==> src/rtl/scan_pkg.sv <==
// Shared constants and state type for the decoder scan controller.
package scan_pkg;

    localparam int unsigned N_CH = 8;
    localparam int unsigned X_W  = 3;

    typedef enum logic [0:0] {
        IDLE = 1'b0,
        SCAN = 1'b1
    } scan_state_t;

endpackage

==> src/rtl/decoder_scan_ctrl_if.sv <==
// Control/status bundle between a scan requester and the decoder scan controller.
interface decoder_scan_ctrl_if #(
    parameter int unsigned DIV_W = 16
);
    import scan_pkg::*;

    logic             start;
    logic             stop;
    logic             cont;
    logic [N_CH-1:0]  mask;
    logic [DIV_W-1:0] dwell;
    logic             en;
    logic [X_W-1:0]   x;
    logic             busy;
    logic             wrap;

    modport master (
        output start, stop, cont, mask, dwell,
        input  en, x, busy, wrap
    );

    modport slave (
        input  start, stop, cont, mask, dwell,
        output en, x, busy, wrap
    );

endinterface

==> src/rtl/mask_next_sel.sv <==
// Rotating priority search: first set mask bit strictly above cur, wrapping 7 -> 0.
module mask_next_sel
    import scan_pkg::*;
(
    input  logic [N_CH-1:0] mask,
    input  logic [X_W-1:0]  cur,
    output logic [X_W-1:0]  next,
    output logic            wrapped,
    output logic            none
);

    logic [X_W-1:0] idx;

    // Walk offsets from farthest to nearest so the nearest set bit is the last write.
    always_comb begin
        next = '0;
        idx  = '0;
        for (int unsigned k = N_CH; k >= 1; k--) begin
            idx = cur + X_W'(k);
            if (mask[idx]) begin
                next = idx;
            end
        end
    end

    assign wrapped = (next <= cur);
    assign none    = (mask == '0);

endmodule

==> src/rtl/decoder_scan_ctrl.sv <==
// Steps decoder en/x through the enabled channels with a programmable dwell per channel.
module decoder_scan_ctrl
    import scan_pkg::*;
#(
    parameter int unsigned DIV_W = 16
) (
    input  logic                clk,
    input  logic                rst_n,
    decoder_scan_ctrl_if.slave  bus
);

    scan_state_t      state_q, state_d;
    logic [DIV_W-1:0] cnt_q, cnt_d;
    logic [X_W-1:0]   x_q, x_d;
    logic             en_q, en_d;
    logic             busy_q, busy_d;
    logic             wrap_q, wrap_d;

    logic [X_W-1:0]   sel_cur;
    logic [X_W-1:0]   sel_next;
    logic             sel_wrapped;
    logic             sel_none;

    // From IDLE, searching above channel 7 yields the lowest set bit.
    assign sel_cur = (state_q == IDLE) ? X_W'(N_CH - 1) : x_q;

    mask_next_sel u_sel (
        .mask    (bus.mask),
        .cur     (sel_cur),
        .next    (sel_next),
        .wrapped (sel_wrapped),
        .none    (sel_none)
    );

    always_comb begin
        state_d = state_q;
        cnt_d   = cnt_q;
        x_d     = x_q;
        en_d    = en_q;
        busy_d  = busy_q;
        wrap_d  = 1'b0;
        unique case (state_q)
            IDLE: begin
                if (bus.start && !bus.stop && !sel_none) begin
                    state_d = SCAN;
                    x_d     = sel_next;
                    en_d    = 1'b1;
                    busy_d  = 1'b1;
                    cnt_d   = bus.dwell;
                end
            end
            SCAN: begin
                if (bus.stop || (cnt_q == '0 && sel_none)) begin
                    state_d = IDLE;
                    x_d     = '0;
                    en_d    = 1'b0;
                    busy_d  = 1'b0;
                    cnt_d   = '0;
                end else if (cnt_q != '0) begin
                    cnt_d = cnt_q - DIV_W'(1);
                end else if (sel_wrapped && !bus.cont) begin
                    state_d = IDLE;
                    x_d     = '0;
                    en_d    = 1'b0;
                    busy_d  = 1'b0;
                    cnt_d   = '0;
                    wrap_d  = 1'b1;
                end else begin
                    x_d    = sel_next;
                    cnt_d  = bus.dwell;
                    wrap_d = sel_wrapped;
                end
            end
            default: state_d = IDLE;
        endcase
    end

    always_ff @(posedge clk or negedge rst_n) begin
        if (!rst_n) begin
            state_q <= IDLE;
            cnt_q   <= '0;
            x_q     <= '0;
            en_q    <= 1'b0;
            busy_q  <= 1'b0;
            wrap_q  <= 1'b0;
        end else begin
            state_q <= state_d;
            cnt_q   <= cnt_d;
            x_q     <= x_d;
            en_q    <= en_d;
            busy_q  <= busy_d;
            wrap_q  <= wrap_d;
        end
    end

    assign bus.en   = en_q;
    assign bus.x    = x_q;
    assign bus.busy = busy_q;
    assign bus.wrap = wrap_q;

endmodule

==> src/flat_wrapper.sv <==
// flat-port wrapper written by rule: the top's interface ports become plain ports
module decoder_scan_ctrl_flat import scan_pkg::*;
#(
    parameter int unsigned DIV_W = 16
)
  (clk, rst_n, bus_start, bus_stop, bus_cont, bus_mask, bus_dwell, bus_en, bus_x, bus_busy, bus_wrap);
  decoder_scan_ctrl_if #(.DIV_W(DIV_W)) bus_i ();
  input  logic clk;
  input  logic rst_n;
  input wire logic [$bits(bus_i.start)-1:0] bus_start;
  input wire logic [$bits(bus_i.stop)-1:0] bus_stop;
  input wire logic [$bits(bus_i.cont)-1:0] bus_cont;
  input wire logic [$bits(bus_i.mask)-1:0] bus_mask;
  input wire logic [$bits(bus_i.dwell)-1:0] bus_dwell;
  output wire logic [$bits(bus_i.en)-1:0] bus_en;
  output wire logic [$bits(bus_i.x)-1:0] bus_x;
  output wire logic [$bits(bus_i.busy)-1:0] bus_busy;
  output wire logic [$bits(bus_i.wrap)-1:0] bus_wrap;
  assign bus_i.start = bus_start;
  assign bus_i.stop = bus_stop;
  assign bus_i.cont = bus_cont;
  assign bus_i.mask = bus_mask;
  assign bus_i.dwell = bus_dwell;
  assign bus_en = bus_i.en;
  assign bus_x = bus_i.x;
  assign bus_busy = bus_i.busy;
  assign bus_wrap = bus_i.wrap;
  decoder_scan_ctrl #(.DIV_W(DIV_W)) u_core (.clk(clk), .rst_n(rst_n), .bus(bus_i));
endmodule
==> config.mk <==
export PLATFORM = sky130hd
export DESIGN_NAME = decoder_scan_ctrl_flat
export DESIGN_NICKNAME = d
export VERILOG_FILES = /design/src/rtl/scan_pkg.sv /design/src/rtl/decoder_scan_ctrl_if.sv /design/src/rtl/mask_next_sel.sv /design/src/rtl/decoder_scan_ctrl.sv /design/src/flat_wrapper.sv
export SDC_FILE = /design/constraint.sdc
export NUM_CORES = 1
export LEC_CHECK = 0
export ABC_CLOCK_PERIOD_IN_PS = 5900
export BUFFER_PORTS_ARGS = -buffer_cell sky130_fd_sc_hd__buf_2
export CAP_MARGIN = 20
export CORE_ASPECT_RATIO = 0.7
export CORE_UTILIZATION = 60
export CTS_CLUSTER_SIZE = 16
export DETAILED_ROUTE_END_ITERATION = 10
export PLACE_DENSITY_LB_ADDON = 0.12
export SKIP_LAST_GASP = 1
export SYNTH_ARGS = -nofsm -noshare
export SYNTH_HDL_FRONTEND = slang
export SYNTH_HIERARCHICAL = 1
export SYNTH_SLANG_ARGS = --single-unit
==> constraint.sdc <==
create_clock -name clk -period 5.9 [get_ports clk]
set_input_delay 1.77 -clock clk [delete_from_list [all_inputs] [get_ports clk]]
set_output_delay 1.77 -clock clk [all_outputs]
set_load 0.02 [all_outputs]
==> results by group, run 1 <==
Final layout
  • Most frequent cells in the layout: 34 x buf_2, 30 x nand2_1, 22 x dfrtp_1
  • Nets: 385
  • Area Overhead vs Synth: 8.111%
  • Filler cells: 376
  • Share of post-route cells with drive strength above 1: 0.2011
  • Final Cell Area: 0.003085 mm²
  • Most common library cell in the layout ignoring fill and taps: buf_2
  • Antenna Cells: 0

CTS
  • Htree depth: 1
  • CTS tree: done
  • Clk sink count: 22
  • CTS buffer count: 3
  • Hold_buf cts: 0
  • Resized cells post-CTS: 0
  • Clk Latency, worst-skew pair: 0.28 ns
  • Root buffer cell: clkbuf_8
  • Max clock buf depth: 2
  • Post-CTS Setup Inserts: 0
  • Reg clk slew, reported paths: 0.09 ns

Drt
  • Wire per inst: 20.24 µm
  • DRC Markers: 4
  • Via density: 7.268
  • Final ANT Viol Nets: 0
  • Final WL: 8.155 mm
  • Drt first pass iters: 8
  • Iter 0 DRT Violations: 341
  • Vias: 2929

Synthesis
  • Compound-cell area share of the yosys netlist: 0.2907
  • Synth top area cells: dfrtp_1 19%, mux2i_1 7.4%, mux4_2 4.7%
  • Post-synth top area cell: dfrtp_1
  • Total of warnings raised by yosys: 6
  • Post-synthesis sequential area ratio: 0.1929
  • #FFs+latches synth: 22
  • Post-Syn Instances: 328
  • Post-synth top area share: 0.1929
  • Post-Synth XOR/XNOR Area: 0.02455
  • Syn_area_per_cell: 8.701 µm²
  • Post-Syn Area: 0.002854 mm²
  • Synthesized Nets: 364
  • Post-synthesis mux area share: 0.1854
  • Largest family of logic cells by synthesized area: compound AO/OA/AOI/OAI gates
  • Adder-Cell Fraction of Synth Area: 0.03069
  • Post-synth EDFFs: 0
  • Dominant synthesized flop cell: dfrtp_1
  • Post-synth ARST share: 1.000
  • Synth Area in Simple Gates: 0.2205
  • Post-synth cell types: 68

STA
  • Post-route worst setup slack: 0.4303 ns
  • Actual slew at the worst max-slew pin: 0.9787 ns
  • Final setup viols: 0
  • Max-slew violations: 0
  • RSZ-0062 raised after global routing: false
  • Setup Skew: 0.01213 ns
  • Fin Setup TNS: 0 ns
  • Max transition margin: 0.3451
  • Fmax: 182.8 MHz
  • Period minus WS final: 5.470 ns
  • Tcrit/Tclk final: 0.9271
  • Fin. Hold Viols: 0

Global routing
  • Largest net degree at the start of global routing: 23
  • GRT overflow: 0
  • Initial antenna violation count: 0
  • Vias in the first global route: 2539
  • Total Routing Usage GR: 0.3342
  • Global-route wire length before repair: 13.09 mm

Die
  • Die width: 84.44 µm
  • Site Rows: 20
  • Initial core utilization: 0.6407
  • Die area: 0.005041 mm²
  • Die Span Y: 59.71 µm
  • Placeable Area: 0.004454 mm²
  • I/O Pins: 35

Setup path
  • Critical path arrival: 5.63 ns
  • R2R depth: 17
  • Reg2Reg Capture Point: u_core/cnt_q[6]$_DFFE_PN0P_
  • Crit-path max FO: 10
  • Worst setup SP type: input port
  • Flop-to-flop setup slack: 0.68 ns
  • Crit end category: flip-flop
  • RR Startpoint: u_core/state_q$_DFF_PN0_
  • Worst path required time: 6.06 ns
  • Worst setup path class: input port to flip-flop

Power and ir drop
  • Maximum resistive drop on vdd: 186.3 µV
  • Power Density: 386.9 mW/mm²
  • Leakage power: 1.299 nW

Run status
  • Run status: finished, violations left
  • Violated checks: design-rule violations

Placed design
  • Hpwl dp: 5.990 mm
  • Place WS: 0.2391 ns
  • Gpl congestion: 0.9403
  • Post-DP Area: 0.003014 mm²
  • Port Buffers: 34

Min path
  • Hold Path Class: flip-flop to flip-flop
  • Worst Hold Path Cells: 2
  • Hold path start: u_core/bus.x[1]$_DFFE_PN0P_
  • Worst hold endpoint: u_core/bus.x[1]$_DFFE_PN0P_

Job
  • Max cap viols: 0
worst max-delay path: stages:
cell	delay (ns)
buf_2	0.13
mux4_2	0.56
mux2_2	0.30
or3_1	0.34
a311o_1	0.31
a211oi_1	0.37
ha_1	0.31
nor2b_1	0.13
o21a_1	0.16
o21ai_0	0.20
nand2b_1	0.26
buf_4	0.27
a21o_1	0.18
o31ai_1	0.24
a211oi_1	0.09
power breakdown:
group          total, mW  internal (mW)  switching [mW]
Sequential         0.271          0.193          0.0782
Combinational      0.777          0.330           0.447
Clock              0.146         0.0908          0.0549
Total               1.19          0.613           0.580
Yosys cell counts (3+ instances only):
master	n
o21ai_0	16
nor2b_1	7
nor2_1	20
clkbuf_1	9
or4_1	3
a21oi_1	12
mux4_2	6
a31oi_1	7
xnor2_1	6
a211oi_1	15
and2_1	3
nor3_1	4
nand4_1	6
dfrtp_1	22
mux4_1	4
a31o_2	3
o32ai_1	4
a21o_1	7
and3_1	4
mux2i_1	21
nand2b_1	7
buf_2	8
o221a_2	3
o21a_1	10
and4_1	4
inv_1	11
o31ai_1	6
a41oi_1	7
buf_4	3
mux2_2	7
o22ai_1	3
ha_1	7
nand2_1	30
layer usage:
layer	GRT usage	vias to the layer above	wire, µm
met5	0	-	0
li1	-	1339	-
met2	0.4778	194	3367
met1	0.5109	1388	3778
met3	0.09945	8	982
met4	0.03632	0	26
flip-flops by register name, summed over array words and instances (netlist names):
name / cells
u_core/bus.busy: 1
u_core/bus.wrap: 1
u_core/bus.x: 3
u_core/cnt_q: 16
u_core/state_q: 1
final cells by class:
type                       count  area [µm²]  share of cell area
sequential                    22       550.5              0.1784
clock buffer                   3       41.29             0.01338
tap                           55       68.82             0.02230
multi-input combinational    272        2146              0.6955
timing repair buffer          39       207.7             0.06732
inverter                      11       41.29             0.01338
clock inverter                 1       30.03            0.009732
logic make-up (layout without fill, tap and decap cells):
kind of cell,after synthesis,after routing
xor gates and xnor gates,8,8
AOI/OAI and AO/OA,114,114
buffers and inverters,34,54
muxes,38,38
and+or+nand+nor,105,105
DFF,22,22
adders and majority gates,7,7
through the flow:
| stage | utilization | total power [mW] | hold WS [ns] | cells |
|---|---|---|---|---|
| 2_1_floorplan | - | 0.8584 | 0.5869 | 328 |
| 3_3_place_gp | 0.6767 | 1.008 | 0.5270 | 399 |
| 3_5_place_dp | 0.6767 | 1.020 | 0.5198 | 399 |
| 4_1_cts | 0.6927 | 1.172 | 0.5412 | 403 |
| 5_1_grt | 0.6927 | 1.273 | 0.6007 | 403 |
| 6_report | 0.6927 | 1.194 | 0.5369 | 403 |
how the worst max path moves through the flow:
stage	start	endpoint	slack (ns)
2_1_floorplan	bus_mask[0]	u_core/bus.x[0]$_DFFE_PN0P_	0.75
3_3_place_gp	bus_mask[0]	u_core/cnt_q[6]$_DFFE_PN0P_	0.46
4_1_cts	bus_mask[3]	u_core/cnt_q[6]$_DFFE_PN0P_	0.49
5_1_grt	bus_mask[3]	u_core/cnt_q[6]$_DFFE_PN0P_	0.27
3_5_place_dp	bus_mask[3]	u_core/cnt_q[6]$_DFFE_PN0P_	0.24
6_report	bus_mask[0]	u_core/cnt_q[6]$_DFFE_PN0P_	0.43
Note: power is estimated with default switching activity, not from simulation.
==> inputs of run 2 (changes only) <==
--- a/config.mk
+++ b/config.mk
@@ -5,7 +5,7 @@
 export SDC_FILE = /design/constraint.sdc
 export NUM_CORES = 1
 export LEC_CHECK = 0
-export ABC_CLOCK_PERIOD_IN_PS = 5900
+export ABC_CLOCK_PERIOD_IN_PS = 5590
 export BUFFER_PORTS_ARGS = -buffer_cell sky130_fd_sc_hd__buf_2
 export CAP_MARGIN = 20
 export CORE_ASPECT_RATIO = 0.7
@@ -13,6 +13,7 @@
 export CTS_CLUSTER_SIZE = 16
 export DETAILED_ROUTE_END_ITERATION = 10
 export PLACE_DENSITY_LB_ADDON = 0.12
+export REMOVE_ABC_BUFFERS = 1
 export SKIP_LAST_GASP = 1
 export SYNTH_ARGS = -nofsm -noshare
 export SYNTH_HDL_FRONTEND = slang
==> constraint.sdc (replaced) <==
create_clock -name clk -period 5.59 [get_ports clk]
set_input_delay 1.677 -clock clk [delete_from_list [all_inputs] [get_ports clk]]
set_output_delay 1.677 -clock clk [all_outputs]
set_load 0.02 [all_outputs]
==> results by group, run 2 (synthesized netlist as in run 1, its figures left out) <==
Run status
  • Run status: finished, violations left
  • Violated checks: design-rule violations

Drt
  • Iter 0 DRT Violations: 370
  • Wire per inst: 20.55 µm
  • Final WL: 8.303 mm
  • Via density: 7.225
  • Final ANT Viol Nets: 0
  • DRC Markers: 8
  • Vias: 2919
  • Drt first pass iters: 8

Die
  • Die area: 0.005041 mm²
  • Die Span Y: 59.71 µm
  • Placeable Area: 0.004454 mm²
  • Initial core utilization: 0.6407
  • I/O Pins: 35
  • Site Rows: 20
  • Die width: 84.44 µm

Placed design
  • Place WS: 0.2511 ns
  • Port Buffers: 34
  • Hpwl dp: 6.059 mm
  • Gpl congestion: 0.9362
  • Post-DP Area: 0.003022 mm²

Global routing
  • GRT overflow: 0
  • Initial antenna violation count: 0
  • Vias in the first global route: 2497
  • Global-route wire length before repair: 13.27 mm
  • Largest net degree at the start of global routing: 23
  • Total Routing Usage GR: 0.3460

STA
  • Actual slew at the worst max-slew pin: 0.8773 ns
  • Max transition margin: 0.4130
  • Period minus WS final: 5.067 ns
  • Final hold slack: 0.5682 ns
  • Tcrit/Tclk final: 0.9065
  • Fin. Hold Viols: 0
  • Fin Setup TNS: 0 ns
  • Max-slew violations: 0
  • Fmax: 197.3 MHz
  • RSZ-0062 raised after global routing: false
  • Final setup viols: 0
  • Setup Skew: 0.01420 ns
  • Post-route worst setup slack: 0.5228 ns

CTS
  • Reg clk slew, reported paths: 0.10 ns
  • Clk sink count: 22
  • Max clock buf depth: 2
  • Clk Latency, worst-skew pair: 0.28 ns
  • CTS tree: done
  • CTS buffer count: 3
  • Hold_buf cts: 0
  • Htree depth: 1
  • Root buffer cell: clkbuf_8
  • Post-CTS Setup Inserts: 0
  • Resized cells post-CTS: 0

Setup path
  • Crit-path max FO: 18
  • Crit end category: flip-flop
  • Worst setup path class: input port to flip-flop
  • Worst setup SP type: input port
  • Worst path required time: 5.74 ns
  • Flop-to-flop setup slack: 0.71 ns
  • Critical path arrival: 5.22 ns

Final layout
  • Nets: 386
  • Reg with most FFs: u_core/cnt_q
  • FF+latch area: 550.5 µm²
  • Final Cell Area: 0.003093 mm²
  • Max FFs per register: 16
  • Antenna Cells: 0
  • Share of post-route cells with drive strength above 1: 0.2034
  • Filler cells: 365
  • Most common library cell in the layout ignoring fill and taps: buf_2
  • Area Overhead vs Synth: 8.374%
  • Area of the multi-input gates: 0.002146 mm²
  • Most frequent cells in the layout: 34 x buf_2, 30 x nand2_1, 22 x dfrtp_1

Job
  • Max cap viols: 0

Power and ir drop
  • Maximum resistive drop on vdd: 246.0 µV
  • Power Density: 411.2 mW/mm²
  • Leakage power: 1.304 nW

Min path
  • Hold Path Class: flip-flop to flip-flop
run 2: where the power goes:
group	switching (mW)	internal, mW
combinational	0.475	0.355
clock	0.0621	0.0960
sequential	0.0807	0.203
total	0.618	0.654
run 2: metrics by stage:
| step | instances | util | power, mW |
|---|---|---|---|
| 3_3_place_gp | 400 | 0.6784 | 1.075 |
| 5_1_grt | 404 | 0.6944 | 1.355 |
| 4_1_cts | 404 | 0.6944 | 1.248 |
| 3_5_place_dp | 400 | 0.6784 | 1.087 |
| 2_1_floorplan | 305 | - | 0.8739 |
| 6_report | 404 | 0.6944 | 1.272 |
run 2: critical path, cell delays in order:
cell and delay [ns]:
buf_2 0.14, mux4_2 0.54, mux2_2 0.30, or3_1 0.35
a311o_1 0.32, a211oi_1 0.32, ha_1 0.30, nor2b_1 0.13
o21a_1 0.15, o21ai_0 0.20, nand2b_1 0.08, buf_4 0.21
nor2b_1 0.17, a21oi_1 0.20, o32ai_1 0.11
run 2: final timing paths:
path | from | to | cells past startpoint
setup / recovery | bus_mask[5] | u_core/cnt_q[9]$_DFFE_PN0P_ | 15
hold / removal | u_core/bus.x[0]$_DFFE_PN0P_ | u_core/bus.x[0]$_DFFE_PN0P_ | 2
setup reg to reg | u_core/state_q$_DFF_PN0_ | u_core/cnt_q[9]$_DFFE_PN0P_ | 17
hold reg to reg | u_core/bus.x[0]$_DFFE_PN0P_ | u_core/bus.x[0]$_DFFE_PN0P_ | 2
max in group asynchronous | rst_n | u_core/cnt_q[9]$_DFFE_PN0P_ | 1
min in group asynchronous | rst_n | u_core/cnt_q[11]$_DFFE_PN0P_ | 1
run 2: layout make-up:
type	count	area share
clock inverters	1	0.009709
repair buffers	40	0.06958
clock buffers	3	0.01335
multi-input cells	272	0.6938
well taps	55	0.02225
flip-flops and latches	22	0.1780
inverters	11	0.01335
run 2: per-layer routing:
metal | GRT usage | vias to the layer above | wire length (µm)
met5 | 0 | - | 0
met2 | 0.4660 | 170 | 3245
li1 | - | 1343 | -
met1 | 0.5617 | 1395 | 4238
met4 | 0.07748 | 0 | 69
met3 | 0.06215 | 11 | 749
==> inputs of run 3 (changes only) <==
--- a/config.mk
+++ b/config.mk
@@ -12,6 +12,7 @@
 export CORE_UTILIZATION = 60
 export CTS_CLUSTER_SIZE = 16
 export DETAILED_ROUTE_END_ITERATION = 10
+export GPL_TIMING_DRIVEN = 0
 export PLACE_DENSITY_LB_ADDON = 0.12
 export REMOVE_ABC_BUFFERS = 1
 export SKIP_LAST_GASP = 1
==> constraint.sdc (replaced) <==
create_clock -name clk -period 5.59 [get_ports clk]
set_input_delay 1.118 -clock clk [delete_from_list [all_inputs] [get_ports clk]]
set_output_delay 1.118 -clock clk [all_outputs]
set_load 0.02 [all_outputs]
==> results by group, run 3 (synthesized netlist as in run 1, its figures left out) <==
Run status
  • Run status: finished, violations left
  • Violated checks: design-rule violations

Die
  • Die Span Y: 59.71 µm
  • Placeable Area: 0.004454 mm²
  • Site Rows: 20
  • Die area: 0.005041 mm²
  • Initial core utilization: 0.6407
  • Die width: 84.44 µm
  • I/O Pins: 35

Job
  • Max cap viols: 0

Global routing
  • Initial antenna violation count: 0
  • Most Used Layer, Global Route: met1
  • Largest net degree at the start of global routing: 23
  • GR Layer Usage met1: 0.5232
  • GRT overflow: 0
  • Global-route wire length before repair: 13.33 mm
  • Total Routing Usage GR: 0.3381
  • Met3 Resource Use GR: 0.06906
  • Met2 Usage GRT: 0.4883
  • Vias in the first global route: 2657

Final layout
  • Share of post-route cells with drive strength above 1: 0.2041
  • Most frequent cells in the layout: 34 x buf_2, 30 x nand2_1, 21 x mux2i_1, 21 x dfrtp_1, 20 x nor2_1
  • Antenna Cells: 0
  • Area Overhead vs Synth: 7.190%
  • Final Cell Area: 0.003059 mm²
  • Nets: 380
  • Reg with most FFs: u_core/cnt_q
  • Most common library cell in the layout ignoring fill and taps: buf_2
  • Max FFs per register: 16

CTS
  • Clk sink count: 22
  • Clk Latency, worst-skew pair: 0.27 ns
  • CTS tree: done
  • CTS buffer count: 3
  • Root buffer cell: clkbuf_8
  • Htree depth: 1
  • Reg clk slew, reported paths: 0.08 ns
  • Max clock buf depth: 2
  • Post-CTS Setup Inserts: 0

Placed design
  • Gpl congestion: 0.8972
  • Hpwl dp: 5.797 mm
  • Post-DP Area: 0.002977 mm²
  • Port Buffers: 34
  • Place WS: -0.6025 ns

Setup path
  • Crit-path max FO: 18
  • Critical path arrival: 5.47 ns
  • Critical path launch point: u_core/state_q$_DFF_PN0_
  • Worst path required time: 5.72 ns
  • Worst setup SP type: flip-flop
  • RR Startpoint: u_core/state_q$_DFF_PN0_
  • Worst setup path class: flip-flop to flip-flop
  • Crit end category: flip-flop

Drt
  • Final WL: 8.131 mm
  • Drt first pass iters: 8
  • DRC Markers: 8
  • Final ANT Viol Nets: 0
  • Iter 0 DRT Violations: 279
  • Via density: 7.312
  • Vias: 2910
  • Wire per inst: 20.43 µm

Power and ir drop
  • P_sw: 0.6139 mW
  • Maximum resistive drop on vdd: 196.8 µV
  • Combinational Power Share: 0.668
  • Switching part of the total power: 0.5000
  • Internal power: 0.6140 mW
  • Leakage power: 1.270 nW
  • Clock Power Share: 0.096
  • Reg power frac: 0.236
  • Power Density: 401.4 mW/mm²
  • Power, Total: 1.228 mW

STA
  • Max-slew violations: 0
  • Fmax: 187.2 MHz
  • Actual slew at the worst max-slew pin: 0.9593 ns
  • Final setup viols: 0
  • Tcrit/Tclk final: 0.9555
  • Fin. Hold Viols: 0
  • Max transition margin: 0.3581
  • Period minus WS final: 5.341 ns
  • RSZ-0062 raised after global routing: false
  • Setup Skew: 0.004203 ns
  • Fin Setup TNS: 0 ns
  • Post-route worst setup slack: 0.2490 ns

Min path
  • Hold path start: u_core/bus.x[2]$_DFFE_PN0P_
  • Hold Path Class: flip-flop to flip-flop
run 3: cell count changes in the layout (fill, tap and decap cells not counted), sizes merged:
cell    delta
buf        -6
bufinv     -1
clkbuf     +1
run 3: final timing paths:
path                                                     end  slack (ns)  depth (start not counted)
worst max register to register   u_core/cnt_q[9]$_DFFE_PN0P_        0.25                         16
max in group asynchronous           u_core/state_q$_DFF_PN0_        4.39                          1
worst min register to register   u_core/bus.x[2]$_DFFE_PN0P_        0.56                          2
min in group asynchronous       u_core/cnt_q[10]$_DFFE_PN0P_        0.82                          1
worst max-delay path             u_core/cnt_q[9]$_DFFE_PN0P_        0.25                         16
worst min-delay path             u_core/bus.x[2]$_DFFE_PN0P_        0.56                          2
run 3: what timing repair did:
action                                  CTS  global route
endpoints found under the setup margin   21            21
hold buffers                              0             0
gates resized for setup                   5             3
run 3: area by class of cell:
class                      count  area, µm²
multi-input combinational    272       2172
sequential                    22      551.8
inverter                      11      41.29
tap                           55      68.82
clock buffer                   4      55.05
fill                         377       1395
timing repair buffer          34      170.2
run 3: stage by stage:
step,hold slack [ns],utilization,instances
after floorplan,0.5869,-,305
after global routing,0.5961,0.6868,398
after global placement,0.5166,0.6683,394
after detailed placement,0.5443,0.6683,394
after CTS,0.5656,0.6840,398
final,0.5570,0.6868,398
run 3: power groups by stage:
stage | combinational [mW] | clock [mW] | sequential [mW]
detailed placement | 0.778 | 0 | 0.288
global placement | 0.755 | 0 | 0.285
finish | 0.820 | 0.118 | 0.289
global route | 0.892 | 0.125 | 0.296
floorplan | 0.591 | 0 | 0.283
CTS | 0.790 | 0.121 | 0.287
run 3: layer usage:
layer / part of all wire / wire length, µm / vias to the layer above
li1: - / - / 1327
met1: 0.47 / 3803 / 1389
met2: 0.41 / 3332 / 180
met3: 0.11 / 895 / 14
met4: 0.012 / 99 / 0
met5: 0 / 0 / -
run 3: worst max-delay path: stages, from the launching register on:
cell and delay [ns]:
dfrtp_2 0.54, nand2b_2 0.31, inv_1 0.24, ha_4 0.44, mux4_2 0.41, mux2_2 0.31, or3_1 0.35, a311o_1 0.31
a211oi_1 0.42, ha_1 0.33, nor2b_1 0.13, o21a_1 0.16, o21ai_0 0.29, nand2b_2 0.33, nor2b_1 0.27, a21oi_1 0.22
o32ai_1 0.12
